<file path="config.mk">
export PLATFORM = sky130hd
export DESIGN_NAME = instr_dispatch_arbiter
export DESIGN_NICKNAME = d
export VERILOG_FILES = /design/src/rtl/instr_dispatch_arbiter.sv
export SDC_FILE = /design/constraint.sdc
export NUM_CORES = 1
export LEC_CHECK = 0
export ABC_AREA = 1
export CORE_MARGIN = 10
export CORE_UTILIZATION = 35
export DETAILED_ROUTE_END_ITERATION = 10
export GPL_ROUTABILITY_DRIVEN = 0
export PLACE_DENSITY = 0.61
export SYNTH_ARGS = -nofsm -noshare
export SYNTH_HDL_FRONTEND = slang
export SYNTH_SLANG_ARGS = --single-unit
</file>
<file path="constraint.sdc">
create_clock -name clk -period 1.75 [get_ports clk]
set_input_delay 0.2625 -clock clk [delete_from_list [all_inputs] [get_ports clk]]
set_output_delay 0.2625 -clock clk [all_outputs]
set_load 0.02 [all_outputs]
</file>
<file path="src/rtl/instr_dispatch_arbiter.sv">
// instr_dispatch_arbiter: steers each instruction to one of two lane FIFOs.
// Route priority is forced route, then register dependency, then alternation.
// Ports: clk, resetn (async, active-low), instr -> instr_out, FIFO_1_en, FIFO_2_en.
// Optional ARB_STATS_EN adds fifo1_count/fifo2_count (saturating, 16 bit).
module instr_dispatch_arbiter #(
  parameter int DATA_W     = 32,
  parameter int REG_W      = 5,
  parameter int HIST_DEPTH = 2
) (
  input  logic              clk,
  input  logic              resetn,
  input  logic [DATA_W-1:0] instr,
  output logic [DATA_W-1:0] instr_out,
  output logic              FIFO_1_en,
  output logic              FIFO_2_en
`ifdef ARB_STATS_EN
  ,
  output logic [15:0]       fifo1_count,
  output logic [15:0]       fifo2_count
`endif
);

  logic [1:0]       route;
  logic [REG_W-1:0] src_a;
  logic [REG_W-1:0] src_b;
  logic [REG_W-1:0] dest;

  assign route = instr[28:27];
  assign src_a = instr[16 +: REG_W];
  assign src_b = instr[11 +: REG_W];
  assign dest  = instr[0 +: REG_W];

  // Entry 0 is the newest destination.
  logic [HIST_DEPTH-1:0][REG_W-1:0] hist1;
  logic [HIST_DEPTH-1:0][REG_W-1:0] hist2;
  logic [HIST_DEPTH-1:0]            vld1;
  logic [HIST_DEPTH-1:0]            vld2;

  // 1 when the previous instruction went to FIFO 2.
  logic last2;

  logic hit1;
  logic hit2;
  logic force1;
  logic force2;
  logic dep1;
  logic dep2;
  logic tgt2;

  // r0 is hard-wired zero, so a zero entry never creates a dependency.
  function automatic logic reg_hit(
    input logic [REG_W-1:0] h,
    input logic [REG_W-1:0] a,
    input logic [REG_W-1:0] b,
    input logic [REG_W-1:0] d
  );
    return (h != '0) && ((h == a) || (h == b) || (h == d));
  endfunction

  always_comb begin
    hit1 = 1'b0;
    hit2 = 1'b0;
    for (int i = 0; i < HIST_DEPTH; i++) begin
      if (vld1[i] && reg_hit(hist1[i], src_a, src_b, dest))
        hit1 = 1'b1;
      if (vld2[i] && reg_hit(hist2[i], src_a, src_b, dest))
        hit2 = 1'b1;
    end
  end

  assign force1 = (route == 2'b10);
  assign force2 = (route == 2'b11);
  assign dep1   = !route[1] && hit1;
  assign dep2   = !route[1] && !hit1 && hit2;

  always_comb begin
    tgt2 = !last2;
    unique case (1'b1)
      force1:  tgt2 = 1'b0;
      force2:  tgt2 = 1'b1;
      dep1:    tgt2 = 1'b0;
      dep2:    tgt2 = 1'b1;
      default: tgt2 = !last2;
    endcase
  end

  always_ff @(posedge clk or negedge resetn) begin
    if (!resetn) begin
      instr_out <= '0;
      FIFO_1_en <= 1'b0;
      FIFO_2_en <= 1'b0;
      hist1     <= '0;
      hist2     <= '0;
      vld1      <= '0;
      vld2      <= '0;
      last2     <= 1'b1;
    end else begin
      instr_out <= instr;
      FIFO_1_en <= !tgt2;
      FIFO_2_en <= tgt2;
      last2     <= tgt2;
      if (tgt2) begin
        hist2[0] <= dest;
        vld2[0]  <= 1'b1;
        for (int i = 1; i < HIST_DEPTH; i++) begin
          hist2[i] <= hist2[i-1];
          vld2[i]  <= vld2[i-1];
        end
      end else begin
        hist1[0] <= dest;
        vld1[0]  <= 1'b1;
        for (int i = 1; i < HIST_DEPTH; i++) begin
          hist1[i] <= hist1[i-1];
          vld1[i]  <= vld1[i-1];
        end
      end
    end
  end

`ifdef ARB_STATS_EN
  always_ff @(posedge clk or negedge resetn) begin
    if (!resetn) begin
      fifo1_count <= '0;
      fifo2_count <= '0;
    end else begin
      if (!tgt2 && fifo1_count != 16'hFFFF)
        fifo1_count <= fifo1_count + 16'd1;
      if (tgt2 && fifo2_count != 16'hFFFF)
        fifo2_count <= fifo2_count + 16'd1;
    end
  end
`endif

endmodule

</file>
### Word-level counts from Yosys, hierarchy flattened

Index checks and enable logic that the tools add are counted.

| operators by class | value |
|---|---|
| multiplexer cells | 5 |
| equal/unequal tests | 14 |
| reductions and logical operators | 29 |

Operators with widths:

| operator | count |
|---|---|
| 5-bit == test | 12 |
| 5-bit nonzero test | 4 |
| 1-bit logical AND | 11 |
| 1-bit logical OR | 8 |
| 2-bit == test, second input constant | 2 |
| 1-bit zero test | 4 |
| 1-bit two-way mux | 4 |
| 2-bit OR reduction | 2 |
| 1-bit one-hot mux with 2 select lines | 1 |

| storage, ports and cells | value |
|---|---|
| bits in registers | 59 |
| output and inout bits | 34 |

### Longest topological paths before layout

Gate-level depths: netlist of run 1.

| logic depth | value |
|---|---|
| depth after elaboration | 13 |
| gate-level depth with buffers | 15 |

### Worst setup path before layout of run 1

Ideal clock, no wire load.

| timing path | value |
|---|---|
| path kind | flip-flop to flip-flop |
| start point | reg hist2[0] (netlist name) |
| end point | reg hist1[2] (netlist name) |
| setup slack | 204 ps |
| cell stages (with the launch flop) | 13 |
| clock period less this slack | 1,546 ps |
| arrival | 1,429 ps |
| cell sequence | dfrtp_1 -> buf_2 -> nor4_1 -> nand2_1 -> nand2_1 -> inv_1 -> nand2_1 -> nand3_1 -> nand2_2 -> nand2_4 -> buf_6 -> nand2_1 -> nand2_1 |

| on the way | value |
|---|---|
| longest elaborated chain between the ends | 10 |

Ends and longest elaborated chain:

| item | RTL line | source |
|---|---|---|
| start, declared | 35 | `logic [HIST_DEPTH-1:0][REG_W-1:0] hist2;` |
| start signal, assigned by index | 106 | `hist2[i] <= hist2[i-1];` |
| 5-bit == test | 57 | `return (h != '0) && ((h == a) \|\| (h == b) \|\| (h == d));` |
| 1-bit logical OR (2 in a row) | 57 |  |
| 1-bit logical AND (*) | 57 |  |
| 1-bit logical AND (*) | 66 | `if (vld2[i] && reg_hit(hist2[i], src_a, src_b, dest))` |
| 1-bit two-way mux (*) (2 in a row) | 66 |  |
| 1-bit logical AND (*) | 74 | `assign dep2 = !route[1] && !hit1 && hit2;` |
| 2-bit OR reduction (no line) (*) | n/a |  |
| 1-bit one-hot mux with 2 select lines (*) | 78 | `unique case (1'b1)` |
| via tgt2 | 48 | `logic tgt2;` |
| end signal, assigned by index | 113 | `hist1[i] <= hist1[i-1];` |
| end, declared | 34 | `logic [HIST_DEPTH-1:0][REG_W-1:0] hist1;` |

The timed path passes the listed nets; every way through them passes the cells marked *.
A chain may end at the register's enable or synchronous reset.

### Worst setup path in the final report of run 1

| timing path | value |
|---|---|
| start point | in instr[11] |
| end point | reg hist2[4] (netlist name) |

| on the way | value |
|---|---|
| longest elaborated chain between the ends | 12 |

Ends and longest elaborated chain:

| item | RTL line | source |
|---|---|---|
| start, declared | 12 | `input logic [DATA_W-1:0] instr,` |
| 5-bit == test | 57 |  |
| 1-bit logical OR (2 in a row) | 57 |  |
| 1-bit logical AND | 57 |  |
| 1-bit logical AND | 64 | `if (vld1[i] && reg_hit(hist1[i], src_a, src_b, dest))` |
| 1-bit two-way mux (2 in a row) | 64 |  |
| 1-bit zero test | 74 |  |
| 1-bit logical AND (2 in a row) | 74 |  |
| 2-bit OR reduction (no line) | n/a |  |
| 1-bit one-hot mux with 2 select lines (*) | 78 |  |

Every way passes the cells marked *; elsewhere a longest branch is shown, timed or not.

==> results of run 1 <==
metal layers:
metal  track usage  part of all wire  vias to the layer above  wire, um
met3        0.0449             0.070                       11       603
li1              -                 -                     1288         -
met1         0.169              0.42                     1228      3630
met4        0.0574             0.020                        0       175
met2         0.213              0.49                      102      4220
met5             0                 0                        -         0
flip-flops by register name (all words and copies together), names as in the netlist:
register,flops
hist1,10
last2,1
FIFO_2_en,1
hist2,10
vld1,2
FIFO_1_en,1
vld2,2
instr_out,32
worst paths after layout:
| check | end | startpoint | cells after the start | slack (ps) |
|---|---|---|---|---|
| worst max-delay path | hist2[4] | instr[11] | 11 | -5 |
| worst max register to register | hist2[4] | hist1[6] | 11 | 0 |
| min in group asynchronous | FIFO_2_en | resetn | 2 | 440 |
| worst min register to register | vld1[1] | vld1[1] | 2 | 540 |
| worst min-delay path | instr_out[12] | instr[12] | 1 | 120 |
| max in group asynchronous | hist1[4] | resetn | 3 | 750 |
layout by cell type, fill, tap and decap left out, types with 3 or more instances in the layout:
cell                                n
sky130_fd_sc_hd__nand2_1          138
sky130_fd_sc_hd__clkdlybuf4s50_1   55
sky130_fd_sc_hd__dfrtp_1           48
sky130_fd_sc_hd__nand3_1           36
sky130_fd_sc_hd__inv_1             32
sky130_fd_sc_hd__nor2_1            25
sky130_fd_sc_hd__buf_4             24
sky130_fd_sc_hd__xor2_1            18
sky130_fd_sc_hd__xnor2_1           12
sky130_fd_sc_hd__dfrtp_2           10
sky130_fd_sc_hd__clkbuf_8           9
sky130_fd_sc_hd__dlymetal6s2s_1     8
sky130_fd_sc_hd__inv_2              7
sky130_fd_sc_hd__nor2_2             3
sky130_fd_sc_hd__nand4_1            3
sky130_fd_sc_hd__nand3_2            3
sky130_fd_sc_hd__nand2_8            3
sky130_fd_sc_hd__dlygate4sd2_1      3
sky130_fd_sc_hd__buf_6              3
critical path, delay by kind of cell:
family	cells	cell delay [ps]
AND/OR/NAND/NOR	8	780
XOR/XNOR	1	220
buffers and inverters	2	720
per-stage QoR:
step                      instance area, sq um  std cells
after CTS                                 3990        558
final                                     4200        567
after global placement                    3780        541
after floorplan                           2900        366
after global routing                      4200        567
after detailed placement                  3780        541
final cells by class:
type / count / share of cell area
Clock buffer: 11 / 0.0313
Multi-Input combinational cell: 249 / 0.296
Inverter: 39 / 0.0348
Timing Repair Buffer: 99 / 0.237
Tap cell: 105 / 0.0313
Sequential cell: 59 / 0.355
Clock inverter: 5 / 0.0149
power groups by stage:
| stage | combinational [W] | sequential [W] | clock, W |
|---|---|---|---|
| after CTS | 0.00228 | 0.00211 | 0.00128 |
| after global routing | 0.00304 | 0.00220 | 0.00136 |
| final | 0.00274 | 0.00215 | 0.00125 |
| after detailed placement | 0.00225 | 0.00213 | 0 |
| after global placement | 0.00223 | 0.00212 | 0 |
| after floorplan | 0.00156 | 0.00200 | 0 |
timing repair:
action                     CTS  global route
gates resized for setup      6            39
hold buffers                 1             0
hold endpoints to repair    20             0
gates cloned                 0             4
setup endpoints to repair   25            27
pin swaps                    0             5
buffers inserted             0             5
cells by family after synthesis:
group	after synthesis
AND/OR/NAND/NOR	214
buffers and inverters	60
flip-flops	59
XOR/XNOR	30
AO/OA/AOI/OAI	3
==> summary.txt, run 1 <==
Synth
  – Distinct cell type count after synthesis: 19
  – Synthesized-area fraction occupied by and/or/nand/nor cells: 0.301
  – Main area contributors after synthesis: sky130_fd_sc_hd__dfrtp_1 (50%), sky130_fd_sc_hd__nand2_1 (18%), sky130_fd_sc_hd__nand3_1 (6.7%), sky130_fd_sc_hd__xor2_1 (5.4%), sky130_fd_sc_hd__inv_1 (4.7%)
  – Adder-cell share of the synthesized area: 0
  – Most area-hungry cell type in the Yosys netlist: sky130_fd_sc_hd__dfrtp_1
  – Multiplexer share of the synthesized area: 0
  – Cell with the most instances after synthesis: sky130_fd_sc_hd__nand2_1
  – Dominant combinational cell family by area after synthesis: simple AND/OR/NAND/NOR gates
  – Avg Inst Size Synth: ~7.9 sq um
  – Async set-or-reset flop fraction in the synthesized netlist: 1.00
  – Leading post-synthesis cells by instance count: sky130_fd_sc_hd__nand2_1 (140), sky130_fd_sc_hd__dfrtp_1 (58), sky130_fd_sc_hd__nand3_1 (39), sky130_fd_sc_hd__inv_1 (36), sky130_fd_sc_hd__nor2_1 (29)
  – Number of nets in the synthesized netlist: 400
  – Mapped Cells: ~370
  – Register bit count reported by yosys: approximately 60
  – Number of enable flip-flop cells after synthesis: 0
  – Post-Synth XOR/XNOR Area: 0.0906
  – Post-synthesis instance area: 0.00290 sq mm
  – Share of the synthesized area in the top cell type: 0.501
  – Share of the synthesized area in compound gates (AO/OA/AOI/OAI): 0.00518
  – Yosys warnings: 0
  – Primary FF master, synth: sky130_fd_sc_hd__dfrtp_1
  – Sequential element share of the synthesized area: 0.510

Critical path
  – Peak per-stage delay on the critical path: about 540 ps
  – Required time of the critical path: a little under 2000 ps
  – Worst setup EP type: register
  – CP startpoint kind: input pin
  – Cells traversed along the worst timing path: clkdlybuf4s50_1 -> xor2_1 -> nor2_1 -> nand3_1 -> nand3_1 -> nand2_1 -> nand3_2 -> nand2_8 -> clkbuf_16 -> nand3_1 -> nand2_1
  – Highest-delay cell along the critical path: sky130_fd_sc_hd__clkdlybuf4s50_1
  – Crit Path Class: in2reg
  – Data arrival, critical path: between 1500 and 2000 ps
  – Most used cell along the critical path: sky130_fd_sc_hd__nand3_1
  – CP Max Fanout: 6

Pwr
  – Combinational cell fraction of total power: 0.447
  – Clock Power Share: 0.203
  – Switching power total: 0.00251 W
  – Sequential fraction of design power: 0.350
  – Switching Fraction: 0.410
  – Power density over the cells: 1460 mW/mm^2
  – Total power after layout: 0.00613 W
  – Leakage dissipation: approximately 2.2 nW
  – Peak ir drop on the vdd network: 559 uV
  – Internal power: between 0.003 and 0.004 W

Floorplanning
  – Starting density of the core: 0.356
  – Die boundary height: approximately 110 um
  – Placement row count: 33
  – Ports placed on the boundary: between 60 and 70
  – Die Footprint: approximately 0.012 sq mm
  – Core Footprint: between 0.008 and 0.009 sq mm
  – Horizontal extent of the die: 111 um

Detailed routing
  – Per-cell routed wire length: ~15 um
  – Final Routed Wirelength: 8630 um
  – Drt drc: 0
  – DRT Pass-1 Iters: 5
  – Via/cell ratio: around 4.6
  – Antenna violation net count after detailed routing: 0
  – Count of vias placed by the detailed router: around 2600
  – Iteration-0 DRC count of the detailed router: roughly 190

Cells and area
  – Diode insertion count for antenna repair: 0
  – Syn-to-layout area delta: 45.0%
  – Nets: 491
  – Multi-input gate area in the final layout: about 0.0012 sq mm
  – Share of final-layout standard cells stronger than drive strength 1: 0.169
  – Fin util: 0.517
  – Fillcell total: about 790
  – Area occupied by registers: between 0.001 and 0.0015 sq mm

Place
  – Dpl ws: -406 ps
  – PortBufs: between 60 and 70
  – Detail Placement HPWL: 6200 um

Hold path
  – Class of the most critical hold timing path: in2reg

Timing
  – Slew headroom: 0.502
  – Final worst setup slack: -5.27 ps
  – Maximum achievable frequency: about 0.57 GHz
  – Total negative setup slack: -16.5 ps
  – Worst-margin pin slew: approximately 750 ps
  – Final worst path period share: 1.00
  – Clock Skews: between 8 and 9 ps
  – Final min period: about 1800 ps
  – Final Max Slew Viols: 0
  – Finish-stage setup viols: 6
  – Final Hold Fails: 0
  – Hold Slack: between 100 and 150 ps
  – Unrepaired setup endpoints after global routing: yes

GRT
  – Largest net degree at the start of global routing: 30
  – Global-route usage over all layers: 0.137
  – Global-route wire length before repair: around 14000 um
  – Number of global-route vias before repair: about 2700
  – Remaining Overflow, GRT: 0
  – Number of antenna violations at the first check in global routing: 0

CTS
  – Clock slew at reported path FFs: approximately 70 ps
  – Clock tree from TritonCTS: yes
  – Number of buffers between clock root and the deepest sink: 2
  – Clk_lat worst skew: 350 ps
  – Clock sink count: 59
  – Cell at the root of the clock tree: sky130_fd_sc_hd__clkbuf_8
  – TritonCTS Buffers: 9
  – Deepest level of the CTS H-tree: 3

Outcome
  – Status: finished with violations
  – Failing checks: negative setup slack

Run
  – # Max-Cap Violations: 0
(Power assumes the default switching activity.)
==> inputs of run 2 (changes only) <==
--- a/config.mk
+++ b/config.mk
@@ -6,6 +6,7 @@
 export NUM_CORES = 1
 export LEC_CHECK = 0
 export ABC_AREA = 1
+export ABC_CLOCK_PERIOD_IN_PS = 1750
 export CORE_MARGIN = 10
 export CORE_UTILIZATION = 35
 export DETAILED_ROUTE_END_ITERATION = 10
@@ -14,3 +15,4 @@
 export SYNTH_ARGS = -nofsm -noshare
 export SYNTH_HDL_FRONTEND = slang
 export SYNTH_SLANG_ARGS = --single-unit
+export TNS_END_PERCENT = 5
==> summary.txt, run 2 (synthesis gave the netlist of run 1 again) <==
Cells and area
  – Share of final-layout standard cells stronger than drive strength 1: 0.166
  – Diode insertion count for antenna repair: 0
  – Syn-to-layout area delta: 43.7%
  – Most frequent cells in the layout: sky130_fd_sc_hd__nand2_1 (139), sky130_fd_sc_hd__clkdlybuf4s50_1 (55), sky130_fd_sc_hd__dfrtp_1 (48)
  – Number of flip-flops under the largest register name: 32
  – Register ranked first by flip-flop count: instr_out
  – Registers with the highest flip-flop counts: instr_out: 32 flops, hist1: 10 flops, hist2: 10 flops
  – Fin util: 0.512
  – Post-route insts no fill: 564
  – Nets: 488
  – Fillcell total: around 790
  – Leading cell type in the layout, fill and taps excluded: sky130_fd_sc_hd__nand2_1

Floorplanning
  – Core Footprint: 0.00813 sq mm
  – Horizontal extent of the die: between 100 and 150 um
  – Ports placed on the boundary: 68
  – Placement row count: 33
  – Starting density of the core: 0.356
  – Die boundary height: approximately 110 um
  – Die Footprint: 0.0123 sq mm

Timing
  – Unrepaired setup endpoints after global routing: yes
  – Total negative setup slack: -10.5 ps
  – Final Hold Fails: 0
  – Final worst setup slack: -9.19 ps
  – Finish-stage setup viols: 2
  – Slew headroom: 0.538
  – Final Max Slew Viols: 0
  – Final worst path period share: 1.01
  – Maximum achievable frequency: around 0.57 GHz
  – Worst-margin pin slew: 691 ps
  – Final min period: between 1500 and 2000 ps
  – Clock Skews: between 8 and 9 ps

Pwr
  – Power density over the cells: roughly 1400 mW/mm^2
  – Peak ir drop on the vdd network: around 550 uV
  – Total power after layout: a little over 0.006 W
  – Leakage dissipation: about 2.2 nW

Place
  – Detail Placement HPWL: ~6200 um
  – Dpl ws: -406 ps
  – PortBufs: 67
  – Placed insts: between 500 and 600

Critical path
  – CP startpoint kind: input pin
  – Worst setup EP type: register
  – Required time of the critical path: 1990 ps
  – Crit Path Class: in2reg
  – Worst reg2reg startpoint: hist1[2]
  – CP Max Fanout: 11
  – Data arrival, critical path: around 2000 ps
  – Crit. Startpoint: instr[11]

Detailed routing
  – Via/cell ratio: between 4 and 5
  – Drt drc: 0
  – Iteration-0 DRC count of the detailed router: 159
  – Final Routed Wirelength: ~8500 um
  – Per-cell routed wire length: approximately 15 um
  – Antenna violation net count after detailed routing: 0
  – Count of vias placed by the detailed router: ~2600
  – DRT Pass-1 Iters: 5

CTS
  – Number of buffers between clock root and the deepest sink: 2
  – Clock sink count: just under 60
  – TritonCTS Buffers: 9
  – Clock tree from TritonCTS: yes
  – Clk_lat worst skew: 350 ps
  – Cell at the root of the clock tree: sky130_fd_sc_hd__clkbuf_8
  – Clock slew at reported path FFs: ~70 ps
  – Deepest level of the CTS H-tree: 3

GRT
  – Number of global-route vias before repair: approximately 2700
  – Global-route usage over all layers: 0.137
  – Remaining Overflow, GRT: 0
  – Largest net degree at the start of global routing: 30
  – Global-route wire length before repair: 13600 um
  – Number of antenna violations at the first check in global routing: 0

Outcome
  – Failing checks: negative setup slack
  – Status: finished with violations

Hold path
  – Class of the most critical hold timing path: in2reg
  – Startpoint of the tightest hold check path: instr[12]

Run
  – # Max-Cap Violations: 0
run 2: cell types whose count changed in the layout (fill, tap and decap cells not counted), sizes merged:
| cell | delta |
|---|---|
| buf | -2 |
| clkbuf | -1 |
run 2: what timing repair did:
action / 4_1_cts / 5_1_grt
cloned: 0 / 3
buffers inserted: 0 / 3
hold buffers: 1 / 0
endpoints found under the hold margin: 20 / 0
pin swaps: 0 / 5
resized for setup: 6 / 40
setup endpoints to repair: 25 / 27
run 2: worst max-delay path: stages:
cell and delay, ps:
sky130_fd_sc_hd__clkdlybuf4s50_1 620, sky130_fd_sc_hd__xor2_1 180, sky130_fd_sc_hd__nor2_1 60, sky130_fd_sc_hd__nand3_1 70, sky130_fd_sc_hd__nand3_1 70, sky130_fd_sc_hd__nand2_1 90, sky130_fd_sc_hd__nand2_2 70, sky130_fd_sc_hd__nor2_4 140
sky130_fd_sc_hd__nand2_8 120, sky130_fd_sc_hd__clkbuf_16 190, sky130_fd_sc_hd__nand3_1 70, sky130_fd_sc_hd__nand2_1 60
run 2: worst paths after layout:
| path | endpoint | slack [ps] | cells past startpoint |
|---|---|---|---|
| setup / recovery | hist2[8] | -9 | 12 |
| hold / removal | instr_out[12] | 120 | 1 |
| setup reg to reg | hist2[8] | 10 | 13 |
| hold reg to reg | vld2[0] | 530 | 2 |
| max in group asynchronous | hist1[4] | 750 | 3 |
| min in group asynchronous | FIFO_2_en | 430 | 2 |
run 2: layout make-up:
type / instances / area (sq um) / area share
Tap cell: 105 / 131 / 0.0315
Multi-Input combinational cell: 249 / 1250 / 0.299
Timing Repair Buffer: 96 / 956 / 0.229
Inverter: 39 / 146 / 0.0351
Clock inverter: 5 / 62.6 / 0.0150
Clock buffer: 11 / 131 / 0.0315
Sequential cell: 59 / 1490 / 0.358
run 2: metrics by stage:
step / hold WS, ps / area (sq um)
4_1_cts: 306 / 3990
6_report: 117 / 4170
5_1_grt: 130 / 4170
3_3_place_gp: 272 / 3780
3_5_place_dp: 274 / 3780
2_1_floorplan: -33.1 / 2900
run 2: layer usage:
metal | GRT usage | routed length (um) | up-vias
li1 | - | - | 1281
met1 | 0.169 | 3610 | 1244
met2 | 0.213 | 4120 | 99
met3 | 0.0449 | 585 | 10
met4 | 0.0574 | 160 | 0
met5 | 0 | 0 | -
run 2: power breakdown:
group / switching (W) / internal [W]
Clock: 0.000584 / 0.000665
Combinational: 0.00146 / 0.00117
Sequential: 0.000448 / 0.00171
Total: 0.00249 / 0.00355
